===== src/rtl/commit_pkg.sv =====
// Shared types and sizing for the in-order commit buffer.
package commit_pkg;

    localparam int COMMIT_DEPTH = 8;
    localparam int TAGW         = $clog2(COMMIT_DEPTH);
    localparam int DATA_W       = 16;
    localparam int DEST_W       = 3;

    typedef struct packed {
        logic              valid;
        logic              done;
        logic              wr;
        logic [DEST_W-1:0] dest;
        logic [DATA_W-1:0] data;
    } entry_t;

endpackage


===== src/rtl/commit_buffer_if.sv =====
// Dispatch, completion, flush and register-file write signals of the commit buffer.
interface commit_buffer_if #(
    parameter int DEPTH = commit_pkg::COMMIT_DEPTH
);
    import commit_pkg::*;

    localparam int PTR_W = $clog2(DEPTH);

    logic              alloc_valid0;
    logic              alloc_valid1;
    logic              alloc_wr0;
    logic              alloc_wr1;
    logic [DEST_W-1:0] alloc_dest0;
    logic [DEST_W-1:0] alloc_dest1;
    logic              alloc_ready;
    logic [PTR_W-1:0]  alloc_tag0;
    logic [PTR_W-1:0]  alloc_tag1;

    logic              cmpl_valid0;
    logic              cmpl_valid1;
    logic [PTR_W-1:0]  cmpl_tag0;
    logic [PTR_W-1:0]  cmpl_tag1;
    logic [DATA_W-1:0] cmpl_data0;
    logic [DATA_W-1:0] cmpl_data1;

    logic              flush;

    logic              reg_write_enable0;
    logic              reg_write_enable1;
    logic [DATA_W-1:0] data_write0;
    logic [DATA_W-1:0] data_write1;
    logic [DEST_W-1:0] data_write0_address;
    logic [DEST_W-1:0] data_write1_address;

    logic [PTR_W:0]    count;

    modport slave (
        input  alloc_valid0, alloc_valid1, alloc_wr0, alloc_wr1, alloc_dest0, alloc_dest1,
        input  cmpl_valid0, cmpl_valid1, cmpl_tag0, cmpl_tag1, cmpl_data0, cmpl_data1,
        input  flush,
        output alloc_ready, alloc_tag0, alloc_tag1,
        output reg_write_enable0, reg_write_enable1, data_write0, data_write1,
        output data_write0_address, data_write1_address,
        output count
    );

    modport master (
        output alloc_valid0, alloc_valid1, alloc_wr0, alloc_wr1, alloc_dest0, alloc_dest1,
        output cmpl_valid0, cmpl_valid1, cmpl_tag0, cmpl_tag1, cmpl_data0, cmpl_data1,
        output flush,
        input  alloc_ready, alloc_tag0, alloc_tag1,
        input  reg_write_enable0, reg_write_enable1, data_write0, data_write1,
        input  data_write0_address, data_write1_address,
        input  count
    );

endinterface


===== src/rtl/commit_ptr_ctr.sv =====
// Modulo-DEPTH ring pointer advancing by 0, 1 or 2 per cycle; clear returns it to slot 0.
module commit_ptr_ctr #(
    parameter  int DEPTH = 8,
    localparam int PTR_W = $clog2(DEPTH)
) (
    input  logic             clock,
    input  logic             reset,
    input  logic             clear,
    input  logic [1:0]       adv,
    output logic [PTR_W-1:0] ptr
);

    always_ff @(posedge clock) begin
        if (!reset) begin
            ptr <= '0;
        end else if (clear) begin
            ptr <= '0;
        end else begin
            ptr <= ptr + PTR_W'(adv);
        end
    end

endmodule


===== src/rtl/commit_buffer.sv =====
// Two-wide in-order commit buffer. Build with COMMIT_R0_SUPPRESS_EN to squash
// register-file writes of retiring entries whose destination is register 0.
module commit_buffer
    import commit_pkg::*;
#(
    parameter int DEPTH = COMMIT_DEPTH
) (
    input logic            clock,
    input logic            reset,
    commit_buffer_if.slave bus
);

    localparam int PTR_W = $clog2(DEPTH);

    function automatic logic wr_en(input entry_t e);
`ifdef COMMIT_R0_SUPPRESS_EN
        return e.wr && (e.dest != '0);
`else
        return e.wr;
`endif
    endfunction

    entry_t             ents [DEPTH];
    logic [PTR_W-1:0]   head;
    logic [PTR_W-1:0]   tail;
    logic [PTR_W-1:0]   head_nx1;
    logic [PTR_W-1:0]   tail_nx1;
    logic [PTR_W:0]     count;

    logic               ready;
    logic               alloc0;
    logic               alloc1;
    logic               cmpl_ok0;
    logic               cmpl_ok1;
    logic               ret0_p0;
    logic               ret1_p0;
    logic               en0_p0;
    logic               en1_p0;
    logic [1:0]         n_alloc;
    logic [1:0]         n_ret;

    logic               we0_p1;
    logic               we1_p1;
    logic [DATA_W-1:0]  d0_p1;
    logic [DATA_W-1:0]  d1_p1;
    logic [DEST_W-1:0]  a0_p1;
    logic [DEST_W-1:0]  a1_p1;

    assign head_nx1 = head + PTR_W'(1);
    assign tail_nx1 = tail + PTR_W'(1);

    assign ready  = (count <= (PTR_W+1)'(DEPTH - 2));
    assign alloc0 = bus.alloc_valid0 & ready;
    assign alloc1 = alloc0 & bus.alloc_valid1;

    // Only live, still-pending entries accept a result.
    assign cmpl_ok0 = bus.cmpl_valid0 & ents[bus.cmpl_tag0].valid & ~ents[bus.cmpl_tag0].done;
    assign cmpl_ok1 = bus.cmpl_valid1 & ents[bus.cmpl_tag1].valid & ~ents[bus.cmpl_tag1].done;

    assign ret0_p0 = ents[head].valid & ents[head].done;
    assign ret1_p0 = ret0_p0 & ents[head_nx1].valid & ents[head_nx1].done;
    assign en0_p0  = ret0_p0 & wr_en(ents[head]);
    assign en1_p0  = ret1_p0 & wr_en(ents[head_nx1]);

    assign n_alloc = {1'b0, alloc0} + {1'b0, alloc1};
    assign n_ret   = {1'b0, ret0_p0} + {1'b0, ret1_p0};

    commit_ptr_ctr #(.DEPTH(DEPTH)) u_head (
        .clock (clock),
        .reset (reset),
        .clear (bus.flush),
        .adv   (n_ret),
        .ptr   (head)
    );

    commit_ptr_ctr #(.DEPTH(DEPTH)) u_tail (
        .clock (clock),
        .reset (reset),
        .clear (bus.flush),
        .adv   (n_alloc),
        .ptr   (tail)
    );

    always_ff @(posedge clock) begin
        if (!reset) begin
            count <= '0;
        end else if (bus.flush) begin
            count <= '0;
        end else begin
            count <= count + (PTR_W+1)'(n_alloc) - (PTR_W+1)'(n_ret);
        end
    end

    // Port 1 completion is applied last so it wins a same-tag collision.
    always_ff @(posedge clock) begin
        if (!reset) begin
            for (int i = 0; i < DEPTH; i++) begin
                ents[i] <= '0;
            end
        end else if (bus.flush) begin
            for (int i = 0; i < DEPTH; i++) begin
                ents[i].valid <= 1'b0;
                ents[i].done  <= 1'b0;
            end
        end else begin
            if (ret0_p0) begin
                ents[head].valid <= 1'b0;
                ents[head].done  <= 1'b0;
            end
            if (ret1_p0) begin
                ents[head_nx1].valid <= 1'b0;
                ents[head_nx1].done  <= 1'b0;
            end
            if (cmpl_ok0) begin
                ents[bus.cmpl_tag0].done <= 1'b1;
                ents[bus.cmpl_tag0].data <= bus.cmpl_data0;
            end
            if (cmpl_ok1) begin
                ents[bus.cmpl_tag1].done <= 1'b1;
                ents[bus.cmpl_tag1].data <= bus.cmpl_data1;
            end
            if (alloc0) begin
                ents[tail].valid <= 1'b1;
                ents[tail].done  <= 1'b0;
                ents[tail].wr    <= bus.alloc_wr0;
                ents[tail].dest  <= bus.alloc_dest0;
            end
            if (alloc1) begin
                ents[tail_nx1].valid <= 1'b1;
                ents[tail_nx1].done  <= 1'b0;
                ents[tail_nx1].wr    <= bus.alloc_wr1;
                ents[tail_nx1].dest  <= bus.alloc_dest1;
            end
        end
    end

    // Retire stage boundary: register-file write ports, data held while idle.
    always_ff @(posedge clock) begin
        if (!reset) begin
            we0_p1 <= 1'b0;
            we1_p1 <= 1'b0;
            d0_p1  <= '0;
            d1_p1  <= '0;
            a0_p1  <= '0;
            a1_p1  <= '0;
        end else if (bus.flush) begin
            we0_p1 <= 1'b0;
            we1_p1 <= 1'b0;
        end else begin
            we0_p1 <= en0_p0;
            we1_p1 <= en1_p0;
            if (en0_p0) begin
                d0_p1 <= ents[head].data;
                a0_p1 <= ents[head].dest;
            end
            if (en1_p0) begin
                d1_p1 <= ents[head_nx1].data;
                a1_p1 <= ents[head_nx1].dest;
            end
        end
    end

    assign bus.alloc_ready         = ready;
    assign bus.alloc_tag0          = tail;
    assign bus.alloc_tag1          = tail_nx1;
    assign bus.count               = count;
    assign bus.reg_write_enable0   = we0_p1;
    assign bus.reg_write_enable1   = we1_p1;
    assign bus.data_write0         = d0_p1;
    assign bus.data_write1         = d1_p1;
    assign bus.data_write0_address = a0_p1;
    assign bus.data_write1_address = a1_p1;

endmodule


===== src/flat_wrapper.sv =====
// flat-port wrapper written by rule: the top's interface ports become plain ports
module commit_buffer_flat import commit_pkg::*;
#(
    parameter int DEPTH = COMMIT_DEPTH
)
  (clock, reset, bus_alloc_valid0, bus_alloc_valid1, bus_alloc_wr0, bus_alloc_wr1, bus_alloc_dest0, bus_alloc_dest1, bus_cmpl_valid0, bus_cmpl_valid1, bus_cmpl_tag0, bus_cmpl_tag1, bus_cmpl_data0, bus_cmpl_data1, bus_flush, bus_alloc_ready, bus_alloc_tag0, bus_alloc_tag1, bus_reg_write_enable0, bus_reg_write_enable1, bus_data_write0, bus_data_write1, bus_data_write0_address, bus_data_write1_address, bus_count);
  commit_buffer_if #(.DEPTH(DEPTH)) bus_i ();
  input logic clock;
  input logic reset;
  input wire logic [$bits(bus_i.alloc_valid0)-1:0] bus_alloc_valid0;
  input wire logic [$bits(bus_i.alloc_valid1)-1:0] bus_alloc_valid1;
  input wire logic [$bits(bus_i.alloc_wr0)-1:0] bus_alloc_wr0;
  input wire logic [$bits(bus_i.alloc_wr1)-1:0] bus_alloc_wr1;
  input wire logic [$bits(bus_i.alloc_dest0)-1:0] bus_alloc_dest0;
  input wire logic [$bits(bus_i.alloc_dest1)-1:0] bus_alloc_dest1;
  input wire logic [$bits(bus_i.cmpl_valid0)-1:0] bus_cmpl_valid0;
  input wire logic [$bits(bus_i.cmpl_valid1)-1:0] bus_cmpl_valid1;
  input wire logic [$bits(bus_i.cmpl_tag0)-1:0] bus_cmpl_tag0;
  input wire logic [$bits(bus_i.cmpl_tag1)-1:0] bus_cmpl_tag1;
  input wire logic [$bits(bus_i.cmpl_data0)-1:0] bus_cmpl_data0;
  input wire logic [$bits(bus_i.cmpl_data1)-1:0] bus_cmpl_data1;
  input wire logic [$bits(bus_i.flush)-1:0] bus_flush;
  output wire logic [$bits(bus_i.alloc_ready)-1:0] bus_alloc_ready;
  output wire logic [$bits(bus_i.alloc_tag0)-1:0] bus_alloc_tag0;
  output wire logic [$bits(bus_i.alloc_tag1)-1:0] bus_alloc_tag1;
  output wire logic [$bits(bus_i.reg_write_enable0)-1:0] bus_reg_write_enable0;
  output wire logic [$bits(bus_i.reg_write_enable1)-1:0] bus_reg_write_enable1;
  output wire logic [$bits(bus_i.data_write0)-1:0] bus_data_write0;
  output wire logic [$bits(bus_i.data_write1)-1:0] bus_data_write1;
  output wire logic [$bits(bus_i.data_write0_address)-1:0] bus_data_write0_address;
  output wire logic [$bits(bus_i.data_write1_address)-1:0] bus_data_write1_address;
  output wire logic [$bits(bus_i.count)-1:0] bus_count;
  assign bus_i.alloc_valid0 = bus_alloc_valid0;
  assign bus_i.alloc_valid1 = bus_alloc_valid1;
  assign bus_i.alloc_wr0 = bus_alloc_wr0;
  assign bus_i.alloc_wr1 = bus_alloc_wr1;
  assign bus_i.alloc_dest0 = bus_alloc_dest0;
  assign bus_i.alloc_dest1 = bus_alloc_dest1;
  assign bus_i.cmpl_valid0 = bus_cmpl_valid0;
  assign bus_i.cmpl_valid1 = bus_cmpl_valid1;
  assign bus_i.cmpl_tag0 = bus_cmpl_tag0;
  assign bus_i.cmpl_tag1 = bus_cmpl_tag1;
  assign bus_i.cmpl_data0 = bus_cmpl_data0;
  assign bus_i.cmpl_data1 = bus_cmpl_data1;
  assign bus_i.flush = bus_flush;
  assign bus_alloc_ready = bus_i.alloc_ready;
  assign bus_alloc_tag0 = bus_i.alloc_tag0;
  assign bus_alloc_tag1 = bus_i.alloc_tag1;
  assign bus_reg_write_enable0 = bus_i.reg_write_enable0;
  assign bus_reg_write_enable1 = bus_i.reg_write_enable1;
  assign bus_data_write0 = bus_i.data_write0;
  assign bus_data_write1 = bus_i.data_write1;
  assign bus_data_write0_address = bus_i.data_write0_address;
  assign bus_data_write1_address = bus_i.data_write1_address;
  assign bus_count = bus_i.count;
  commit_buffer #(.DEPTH(DEPTH)) u_core (.clock(clock), .reset(reset), .bus(bus_i));
endmodule

===== config.mk =====
export PLATFORM = sky130hd
export DESIGN_NAME = commit_buffer_flat
export DESIGN_NICKNAME = d
export VERILOG_FILES = /design/src/rtl/commit_pkg.sv /design/src/rtl/commit_buffer_if.sv /design/src/rtl/commit_ptr_ctr.sv /design/src/rtl/commit_buffer.sv /design/src/flat_wrapper.sv
export SDC_FILE = /design/constraint.sdc
export NUM_CORES = 1
export LEC_CHECK = 0
export CAP_MARGIN = 10
export CORE_MARGIN = 2
export CORE_UTILIZATION = 29
export CTS_BUF_LIST = sky130_fd_sc_hd__clkbuf_8
export DETAILED_ROUTE_END_ITERATION = 10
export SLEW_MARGIN = 25
export SYNTH_ARGS = -nofsm -noshare
export SYNTH_HDL_FRONTEND = slang
export SYNTH_HIERARCHICAL = 1
export SYNTH_SLANG_ARGS = --single-unit

===== constraint.sdc =====
create_clock -name clock -period 5.15 [get_ports clock]
set_input_delay 0.515 -clock clock [delete_from_list [all_inputs] [get_ports clock]]
set_output_delay 0.515 -clock clock [all_outputs]
set_load 0.02 [all_outputs]

==> flow_summary.json, run 1 <==
{
  "vertical_die_dimension_um": 216,
  "post-place-cells": 1786,
  "crit_buf_inv": 1,
  "max-clock-path-buffers": 3,
  "routedWlPerCell_um": 25.7,
  "cts_tree": "yes",
  "synth-main-ff-cell": "sky130_fd_sc_hd__edfxtp_1",
  "layout_commonest_cell": "sky130_fd_sc_hd__a22o_1",
  "min_delay_worst_endpoint": "u_core/bus.data_write1[11]$_SDFFE_PN0P_",
  "grt.overflow.total": 0,
  "coreArea_um2": 44300,
  "max_slew.worst_pin.slew_ns": 1.13,
  "numPortBuffers": 103,
  "netlist-cell-type-count": 80,
  "crit_path_max_fanout": 22,
  "cp_data_arrival_time_ns": 4.43,
  "crit_path_frequent_cell": "sky130_fd_sc_hd__ha_1",
  "required_time_of_the_critical_path_ns": 5.59,
  "total_switching_power_uw": 1000,
  "timing.reg2reg.worst_path_depth": 13,
  "initial_antenna_violation_count": 0,
  "die_footprint_um2": 46800,
  "final_max_slew_viol_count": 0,
  "drt_pre_antenna_iters": 5,
  "worst_ir_drop_vdd_uv": 135,
  "grt_max_degree": 58,
  "setup_repair_after_global_routing_missed_its_margin": "false",
  "grt_overall_usage": 0.199,
  "setup-violations-final": 0,
  "layout_common_cells": "163 x sky130_fd_sc_hd__a22o_1, 160 x sky130_fd_sc_hd__edfxtp_1, 115 x sky130_fd_sc_hd__nand2_1",
  "area_delta_synth_final_pct": 18.2,
  "power.clock.fraction": 0.424,
  "final_period_minus_worst_setup_slack_ns": 3.99,
  "cts_hold_buf": 0,
  "layout-drive-gt1-share": 0.140,
  "timing.final.hold_violations": 0,
  "clk_root_buffer_cell": "sky130_fd_sc_hd__clkbuf_8",
  "clk_pin_slew_worst_paths_ns": 0.06,
  "startpoint": "u_core/u_head/ptr[0]$_SDFF_PP0_",
  "gpl.final_weighted_congestion": 0.886,
  "max_stage_delay_cell_worst_path": "sky130_fd_sc_hd__xnor2_2",
  "timing.rr.end": "u_core/bus.count[3]$_SDFF_PP0_",
  "cts-resized-gates": 0,
  "first_pass_grt_wire_length_um": 70400,
  "regToRegStartpoint": "u_core/u_head/ptr[0]$_SDFF_PP0_",
  "swShare": 0.246,
  "portion_of_the_post_synthesis_area_used_by_sequential_elements": 0.469,
  "r2r_slack_ns": 1.16,
  "number_of_buffers_inserted_to_repair_setup_after_cts": 0,
  "die_w_um": 216,
  "combPwrFrac": 0.076,
  "slew_headroom": 0.241,
  "fin_setup_tns_ns": 0,
  "power_per_cell_area_nw_per_um2": 263,
  "row_count": 77,
  "cts_max_level": 2,
  "dr_total_vias": 11002,
  "path_cells": "ha_1, xnor2_2, mux4_2, mux2i_1, and2_1, ha_1, fa_1, inv_1, ha_1, a21o_1, a21oi_1, xor2_1, nor2_1",
  "detail_route.drc_violations": 0,
  "async_reset_ff_frac": 0,
  "outcome": "finished, final reports clean",
  "cts_num_sinks": 226,
  "final_antenna_net_count": 0,
  "timing.critical_path.slowest_cell_delay_ns": 0.74,
  "worst_path_dominant_cell_family": "adder cells",
  "stdcell_count": 1860,
  "grt_pass1_vias": 10911,
  "vias_per_cell": 5.92,
  "hold_path_depth": 2,
  "clock_insertion_delay_worst_skew_ns": 0.58,
  "synth.cell_area_um2": 13100,
  "totalWireLength_um": 47800,
  "pin_count": 104,
  "seqPwrFrac": 0.500,
  "post_synth.cell_area_avg_um2": 11.0,
  "numCtsBuffers": 40,
  "worst-setup-path-type": "register to register",
  "cp-start-kind": "register",
  "hp-class": "register to register",
  "maxCapViolCount": 0,
  "yosysWarningCount": 6,
  "postSynthRegisterBits": 226,
  "internal-power_uw": 3060,
  "max_clock_freq_mhz": 251,
  "clock_skew_ns": 0.0336,
  "insertedDiodeCount": 0,
  "initial_utilization": 0.295,
  "synth-edff-count": 160,
  "place.detailed.hpwl_um": 32100,
  "drt-initial-drc-count": 1329,
  "final.period_utilization": 0.775,
  "end_kind": "register",
  "synthesis.nets": 1259,
  "design.final.nets": 1303,
  "min_from": "u_core/bus.data_write1[11]$_SDFFE_PN0P_",
  "power.leakage_uw": 0.00530,
  "postSynthCellCount": 1192
}
[logic make-up (layout without fill, tap and decap cells)]
logic type      count (synthesis)  after routing  share of synthesized area
compound gates                351            351                      0.214
xor+xnor                        7              7                    0.00469
fa+ha+maj                      14             14                     0.0157
buf+inv                       165            241                     0.0530
flops                         226            226                      0.469
mux                           105            105                      0.109
simple gates                  324            324                      0.134
[Yosys cell counts (all sizes together) (8+ instances only)]
cell type,instances,area (um2)
inv,24,90.1
a21oi,46,230
clkbuf,60,225
nand3,42,210
nor3,28,140
nand2,116,435
nand4,10,62.6
o21ai,14,70.1
nand2b,9,56.3
edfxtp,160,4800
mux2,22,248
o211ai,15,113
mux2i,55,551
nor2,38,143
ha,10,125
and4,9,78.8
buf,81,377
nor4,10,145
a221oi,16,146
mux4,28,631
a41oi,11,96.3
a311oi,22,193
a22o,163,1430
a211oi,9,67.6
and3,8,50.1
dfxtp,66,1320
and2,8,50.1
[power by group through the flow]
stage / clock network [uW] / logic (uW) / registers [uW]
after floorplan: 0 / 171 / 2060
after global placement: 0 / 300 / 2070
after detailed placement: 0 / 304 / 2070
after CTS: 1750 / 305 / 2030
after global routing: 1820 / 327 / 2040
final: 1720 / 308 / 2030
[sequential cells by signal, summed over array words and instances (netlist names)]
| name | cells |
|---|---|
| u_core/ents | 176 |
| u_core/bus.data_write0 | 16 |
| u_core/bus.data_write1 | 16 |
| u_core/bus.count | 4 |
| u_core/bus.data_write0_address | 3 |
| u_core/bus.data_write1_address | 3 |
| u_core/u_head/ptr | 3 |
| u_core/u_tail/ptr | 3 |
| u_core/bus.reg_write_enable0 | 1 |
| u_core/bus.reg_write_enable1 | 1 |
[area by class of cell]
type,count,area [um2]
fill,4383,28900
multi-input combinational,801,6310
sequential,226,6130
timing repair buffer,143,1330
tap,592,741
clock buffer,52,716
clock inverter,22,116
inverter,24,90.1
[worst max path at each step]
stage / depth (start not counted) / endpoint
2_1_floorplan: 14 / u_core/bus.count[3]$_SDFF_PP0_
3_3_place_gp: 6 / u_core/ents[7][6]$_DFFE_PP_
3_5_place_dp: 6 / u_core/ents[5][8]$_DFFE_PP_
4_1_cts: 13 / u_core/bus.count[3]$_SDFF_PP0_
5_1_grt: 13 / u_core/bus.count[3]$_SDFF_PP0_
6_report: 13 / u_core/bus.count[3]$_SDFF_PP0_
[tightest hold or removal path, stage by stage (launching register included)]
cell	delay, ns
sky130_fd_sc_hd__dfxtp_1	0.31
sky130_fd_sc_hd__nand2_1	0.05
sky130_fd_sc_hd__mux2i_1	0.05
[stage by stage]
step                      hold slack [ns]  total power (uW)  instance area, um2   util  worst slack [ns]
after detailed placement            0.460              2370               14600  0.329              1.12
after CTS                           0.468              4080               15400  0.348              1.17
after global placement              0.449              2370               14600  0.329              1.18
after global routing                0.489              4190               15400  0.348             0.930
after floorplan                     0.458              2230               13100      -              1.54
final                               0.460              4070               15400  0.348              1.16
[layer usage]
| layer | vias up | wire length [um] | share of wire | GRT usage |
|---|---|---|---|---|
| met5 | - | 0 | 0 | 0 |
| met4 | 0 | 1870 | 0.039 | 0.0879 |
| met3 | 129 | 4930 | 0.10 | 0.0484 |
| met2 | 676 | 22000 | 0.46 | 0.319 |
| met1 | 5418 | 19000 | 0.40 | 0.256 |
| li1 | 4779 | - | - | - |
Power figures use the tool's default switching activity.
==> run 2: changes to the inputs <==
clock period = 3.3 ns   (was 5.15 ns; I/O delays follow)
==> run 2 against run 1 <==
Compared with the run above:
- setup slack got worse by 1.0 ns
- non-clock buffer count rose by 41
- hold slack got worse by 0.14 ns
- register-to-register slack got worse by 1.0 ns
- final cell count rose by 2.0%
- clock skew rose by 0.0032 ns
==> flow_summary.json, run 2 (same netlist as run 1, synthesis figures left out) <==
{
  "timing.critical_path.slowest_cell_delay_ns": 0.48,
  "multi_input_area_um2": 6330,
  "setup_repair_after_global_routing_missed_its_margin": "false",
  "hold_path_depth": 3,
  "maxCapViolCount": 0,
  "worst-setup-path-type": "register to register",
  "drt_pre_antenna_iters": 6,
  "initial_antenna_violation_count": 2,
  "cp-start-kind": "register",
  "die_footprint_um2": 46800,
  "crit_buf_inv": 2,
  "final_max_slew_viol_count": 0,
  "grt.overflow.total": 0,
  "total_switching_power_uw": 1570,
  "clk_pin_slew_worst_paths_ns": 0.06,
  "cts_tree": "yes",
  "max_clock_freq_mhz": 318,
  "largest_register_ff_count": 176,
  "layout-drive-gt1-share": 0.170,
  "max_stage_delay_cell_worst_path": "sky130_fd_sc_hd__mux4_2",
  "worst_ir_drop_vdd_uv": 234,
  "hp-class": "input port to register",
  "clock_skew_ns": 0.0368,
  "grt_pass1_vias": 10857,
  "clk_root_buffer_cell": "sky130_fd_sc_hd__clkbuf_8",
  "setup-violations-final": 0,
  "timing.final.hold_violations": 0,
  "power_per_cell_area_nw_per_um2": 405,
  "initial_utilization": 0.295,
  "worst_slack_ns": 0.157,
  "coreArea_um2": 44300,
  "pin_count": 104,
  "internal-power_uw": 4830,
  "final.period_utilization": 0.952,
  "regArea_um2": 6130,
  "gpl.final_weighted_congestion": 0.871,
  "place.detailed.hpwl_um": 32000,
  "insertedDiodeCount": 0,
  "timing.reg2reg.worst_path_depth": 13,
  "end_kind": "register",
  "routedWlPerCell_um": 25.1,
  "top_register_by_number_of_flip_flops": "u_core/ents",
  "first_pass_grt_wire_length_um": 70000,
  "row_count": 77,
  "cts_num_sinks": 226,
  "crit_path_max_fanout": 5,
  "numCtsBuffers": 39,
  "r2r_slack_ns": 0.16,
  "die_w_um": 216,
  "regToRegStartpoint": "u_core/ents[4][20]$_SDFF_PP0_",
  "crit_cells": 13,
  "required_time_of_the_critical_path_ns": 3.75,
  "max-clock-path-buffers": 3,
  "detail_route.drc_violations": 0,
  "timing.rr.end": "u_core/bus.count[3]$_SDFF_PP0_",
  "area_delta_synth_final_pct": 21.0,
  "seqPwrFrac": 0.495,
  "final_antenna_net_count": 0,
  "fin_setup_tns_ns": 0,
  "slew_headroom": 0.434,
  "cp_data_arrival_time_ns": 3.59,
  "path_cells": "nand2_1, mux4_2, mux2_2, inv_2, and2_1, ha_2, fa_1, inv_1, ha_1, a21o_1, a21oi_1, xor2_1, nor2_1",
  "worst_path_dominant_cell_family": "adder cells",
  "dr_total_vias": 11044,
  "combPwrFrac": 0.077,
  "final.fill_count": 4370,
  "grt_max_degree": 65,
  "numPortBuffers": 103,
  "power.leakage_uw": 0.00550,
  "final_period_minus_worst_setup_slack_ns": 3.14,
  "dpl_worst_slack_ns": 0.0929,
  "design.final.nets": 1343,
  "startpoint": "u_core/ents[4][20]$_SDFF_PP0_",
  "outcome": "finished, final reports clean",
  "drt-initial-drc-count": 1209,
  "layout_commonest_cell": "sky130_fd_sc_hd__a22o_1",
  "power.clock.fraction": 0.429,
  "vias_per_cell": 5.82,
  "max_slew.worst_pin.slew_ns": 0.849,
  "totalWireLength_um": 47600,
  "clock_insertion_delay_worst_skew_ns": 0.58,
  "cts_max_level": 2,
  "layout_common_cells": "163 x sky130_fd_sc_hd__a22o_1, 160 x sky130_fd_sc_hd__edfxtp_1, 116 x sky130_fd_sc_hd__nand2_1",
  "whs_ns": 0.321,
  "swShare": 0.246,
  "vertical_die_dimension_um": 216,
  "min_from": "reset",
  "grt_overall_usage": 0.199,
  "min_delay_worst_endpoint": "u_core/bus.data_write0[7]$_SDFFE_PN0P_"
}
run 2: cell count changes in the layout (fill, tap and decap cells not counted), moves of 2 or more:
cell / delta
sky130_fd_sc_hd__inv_1: -5
sky130_fd_sc_hd__buf_4: +37
sky130_fd_sc_hd__ha_1: -2
sky130_fd_sc_hd__clkinv_2: +6
sky130_fd_sc_hd__clkbuf_8: -9
sky130_fd_sc_hd__bufinv_16: +3
sky130_fd_sc_hd__buf_12: +4
run 2: worst max-delay path by stage:
stage	endpoint
floorplan	u_core/bus.count[3]$_SDFF_PP0_
global placement	u_core/bus.count[3]$_SDFF_PP0_
detailed placement	u_core/bus.count[3]$_SDFF_PP0_
CTS	u_core/bus.count[3]$_SDFF_PP0_
global route	u_core/bus.count[3]$_SDFF_PP0_
finish	u_core/bus.count[3]$_SDFF_PP0_
run 2: area by class of cell:
type,instances,area share
tap,592,0.0469
multi-input combinational,801,0.401
clock inverter,27,0.0147
clock buffer,43,0.0374
sequential,226,0.388
timing repair buffer,184,0.107
inverter,24,0.00570
run 2: stage by stage:
step / instances / total power, uW / instance area [um2] / util
2_1_floorplan: 1192 / 3480 / 13100 / -
3_3_place_gp: 1827 / 3700 / 15000 / 0.338
3_5_place_dp: 1827 / 3710 / 15000 / 0.338
4_1_cts: 1897 / 6430 / 15800 / 0.356
5_1_grt: 1897 / 6590 / 15800 / 0.357
6_report: 1897 / 6400 / 15800 / 0.357
run 2: metal layers:
metal / share of wire / vias up / GRT usage
met1: 0.40 / 5381 / 0.254
met2: 0.46 / 653 / 0.321
li1: - / 4860 / -
met5: 0.00021 / - / 0
met3: 0.094 / 148 / 0.0470
met4: 0.040 / 2 / 0.0849
run 2: worst register-to-register path, stage by stage, from the launching register on:
cell and delay [ns]:
sky130_fd_sc_hd__dfxtp_1 0.42, sky130_fd_sc_hd__nand2_1 0.12, sky130_fd_sc_hd__mux4_2 0.48, sky130_fd_sc_hd__mux2_2 0.29
sky130_fd_sc_hd__inv_2 0.09, sky130_fd_sc_hd__and2_1 0.13, sky130_fd_sc_hd__ha_2 0.21, sky130_fd_sc_hd__fa_1 0.42
sky130_fd_sc_hd__inv_1 0.11, sky130_fd_sc_hd__ha_1 0.24, sky130_fd_sc_hd__a21o_1 0.15, sky130_fd_sc_hd__a21oi_1 0.17
sky130_fd_sc_hd__xor2_1 0.16, sky130_fd_sc_hd__nor2_1 0.05
run 2: repair_timing:
action / in CTS / in global routing
setup endpoints to repair: 0 / 2
buffers inserted: 0 / 0
hold buffers: 0 / 0
resized for setup: 0 / 4
run 2: power by group through the flow:
stage | combinational, uW | clock (uW) | sequential [uW]
after floorplan | 268 | 0 | 3210
after global placement | 478 | 0 | 3220
after detailed placement | 485 | 0 | 3230
after CTS | 486 | 2770 | 3170
after global routing | 524 | 2890 | 3170
final | 490 | 2740 | 3170
==> run 3: changes to the inputs <==
CORE_UTILIZATION = 51   (was 29)
GPL_ROUTABILITY_DRIVEN = 0   (was not set)
PLACE_DENSITY = 0.74   (was not set)
==> run 3 against run 2 <==
Compared with the run above:
- critical path depth stayed put
- final cell count is 14% lower
- global-route usage rose by 13 points
- largest cell class unchanged
- core utilization up 26 points
- register-to-register slack gained 0.02 ns
- setup slack better by 0.017 ns
- fmax rose by 0.56%
- non-clock buffer count is the same
==> flow_summary.json, run 3 (same netlist as run 1, synthesis figures left out) <==
{
  "power.leakage_uw": 0.00545,
  "setup_repair_after_global_routing_missed_its_margin": "false",
  "cts-resized-gates": 0,
  "hp-class": "input port to register",
  "die_w_um": 164,
  "final_period_minus_worst_setup_slack_ns": 3.13,
  "clock_skew_ns": 0.0364,
  "layout-drive-gt1-share": 0.168,
  "end_kind": "register",
  "max_slew.worst_pin.slew_ns": 1.18,
  "place.detailed.hpwl_um": 29000,
  "clock_insertion_delay_worst_skew_ns": 0.56,
  "grt_overall_usage": 0.329,
  "power_per_cell_area_nw_per_um2": 403,
  "dpl_worst_slack_ns": 0.0635,
  "timing.rr.end": "u_core/bus.count[3]$_SDFF_PP0_",
  "regToRegStartpoint": "u_core/ents[1][21]$_SDFFE_PP1P_",
  "largest_register_ff_count": 176,
  "insertedDiodeCount": 0,
  "layout_commonest_cell": "sky130_fd_sc_hd__a22o_1",
  "cts_max_level": 2,
  "drt_pre_antenna_iters": 5,
  "cp-start-kind": "register",
  "pin_count": 104,
  "max_stage_delay_cell_worst_path": "sky130_fd_sc_hd__mux4_2",
  "outcome": "finished, final reports clean",
  "max_clock_freq_mhz": 320,
  "area_delta_synth_final_pct": 18.1,
  "worst_ir_drop_vdd_uv": 424,
  "final.period_utilization": 0.947,
  "layout_common_cells": "163 x sky130_fd_sc_hd__a22o_1, 160 x sky130_fd_sc_hd__edfxtp_1, 116 x sky130_fd_sc_hd__nand2_1",
  "final_max_slew_viol_count": 0,
  "cp_data_arrival_time_ns": 3.55,
  "top_register_by_number_of_flip_flops": "u_core/ents",
  "grt_max_degree": 75,
  "number_of_buffers_inserted_to_repair_setup_after_cts": 0,
  "final_antenna_net_count": 0,
  "clk_pin_slew_worst_paths_ns": 0.07,
  "coreArea_um2": 25200,
  "worst-setup-path-type": "register to register",
  "vertical_die_dimension_um": 164,
  "whs_ns": 0.305,
  "first_pass_grt_wire_length_um": 66200,
  "dr_total_vias": 11369,
  "maxCapViolCount": 0,
  "die_footprint_um2": 26900,
  "worst_path_dominant_cell_family": "adder cells",
  "cts_hold_buf": 0,
  "cts_num_sinks": 226,
  "max-clock-path-buffers": 3,
  "slew_headroom": 0.210,
  "totalWireLength_um": 44000,
  "path_cells": "nand2_1, mux4_2, mux2_2, inv_2, and2_1, ha_2, fa_1, inv_1, ha_1, a21o_1, a21oi_1, xor2_1, nor2_1",
  "vias_per_cell": 6.96,
  "crit_buf_inv": 2,
  "design.final.nets": 1343,
  "critical_path.endpoint": "u_core/bus.count[3]$_SDFF_PP0_",
  "numCtsBuffers": 39,
  "timing.critical_path.slowest_cell_delay_ns": 0.46,
  "timing.reg2reg.worst_path_depth": 13,
  "worst_slack_ns": 0.174,
  "final.fill_count": 1973,
  "numPortBuffers": 103,
  "timing.final.hold_violations": 0,
  "row_count": 58,
  "startpoint": "u_core/ents[1][21]$_SDFFE_PP1P_",
  "required_time_of_the_critical_path_ns": 3.73,
  "crit_cells": 13,
  "initial_utilization": 0.519,
  "r2r_slack_ns": 0.17,
  "cts_tree": "yes",
  "setup-violations-final": 0,
  "drt-initial-drc-count": 1678,
  "clk_root_buffer_cell": "sky130_fd_sc_hd__clkbuf_8",
  "grt_pass1_vias": 11025,
  "initial_antenna_violation_count": 0,
  "stdcell_count": 1634,
  "post-place-cells": 1565,
  "crit_path_max_fanout": 4,
  "routedWlPerCell_um": 26.9,
  "grt.overflow.total": 0,
  "fin_setup_tns_ns": 0,
  "detail_route.drc_violations": 0
}
## run 3: changes by cell type in the layout (fill, tap and decap cells not counted), sizes merged
cell      before  now
bufinv         4    3
clkbuf        43   41
clkinv        11   16
clkinvlp       1    2
inv           35   31
## run 3: where the power goes
part / switching [uW] / internal, uW / leakage [uW]
clock: 1160 / 1390 / 0.000415
combinational: 298 / 192 / 0.00285
sequential: 56.3 / 3110 / 0.00219
total: 1520 / 4700 / 0.00545
## run 3: worst min path at each step
stage	cells past startpoint	startpoint	slack (ns)	endpoint
2_1_floorplan	1	bus_flush	0.40	u_core/u_head/ptr[2]$_SDFF_PP0_
6_report	3	reset	0.30	u_core/bus.count[2]$_SDFF_PP0_
3_5_place_dp	2	u_core/bus.data_write1[6]$_SDFFE_PN0P_	0.46	u_core/bus.data_write1[6]$_SDFFE_PN0P_
4_1_cts	3	reset	0.28	u_core/bus.count[3]$_SDFF_PP0_
5_1_grt	3	reset	0.30	u_core/bus.count[2]$_SDFF_PP0_
3_3_place_gp	2	u_core/bus.data_write1[9]$_SDFFE_PN0P_	0.45	u_core/bus.data_write1[9]$_SDFFE_PN0P_
## run 3: routing by layer
| layer | part of all wire | wire [um] | global-route usage | vias up |
|---|---|---|---|---|
| met5 | 0.0019 | 85 | 0.0246 | - |
| met4 | 0.046 | 2040 | 0.144 | 2 |
| met3 | 0.12 | 5420 | 0.0813 | 188 |
| met2 | 0.46 | 20200 | 0.518 | 829 |
| met1 | 0.37 | 16300 | 0.431 | 5486 |
| li1 | - | - | - | 4864 |
## run 3: area by class of cell
class                      instances  area, um2  area share
tap                              330        413      0.0268
timing repair buffer             184       1680       0.109
clock inverter                    28        205      0.0133
sequential                       226       6130       0.397
inverter                          24       90.1     0.00584
multi-input combinational        801       6340       0.411
clock buffer                      41        564      0.0366
## run 3: worst min-delay path: cells and delay by family
family | cells | cell delay, ns
buf+inv | 1 | 0.13
simple gates | 2 | 0.35
## run 3: stage by stage
| step | instance area, um2 | total power (uW) | utilization |
|---|---|---|---|
| floorplan | 13100 | 3480 | - |
| global placement | 14600 | 3690 | 0.581 |
| detailed placement | 14600 | 3700 | 0.581 |
| CTS | 15400 | 6220 | 0.612 |
| global route | 15400 | 6390 | 0.613 |
| finish | 15400 | 6220 | 0.613 |
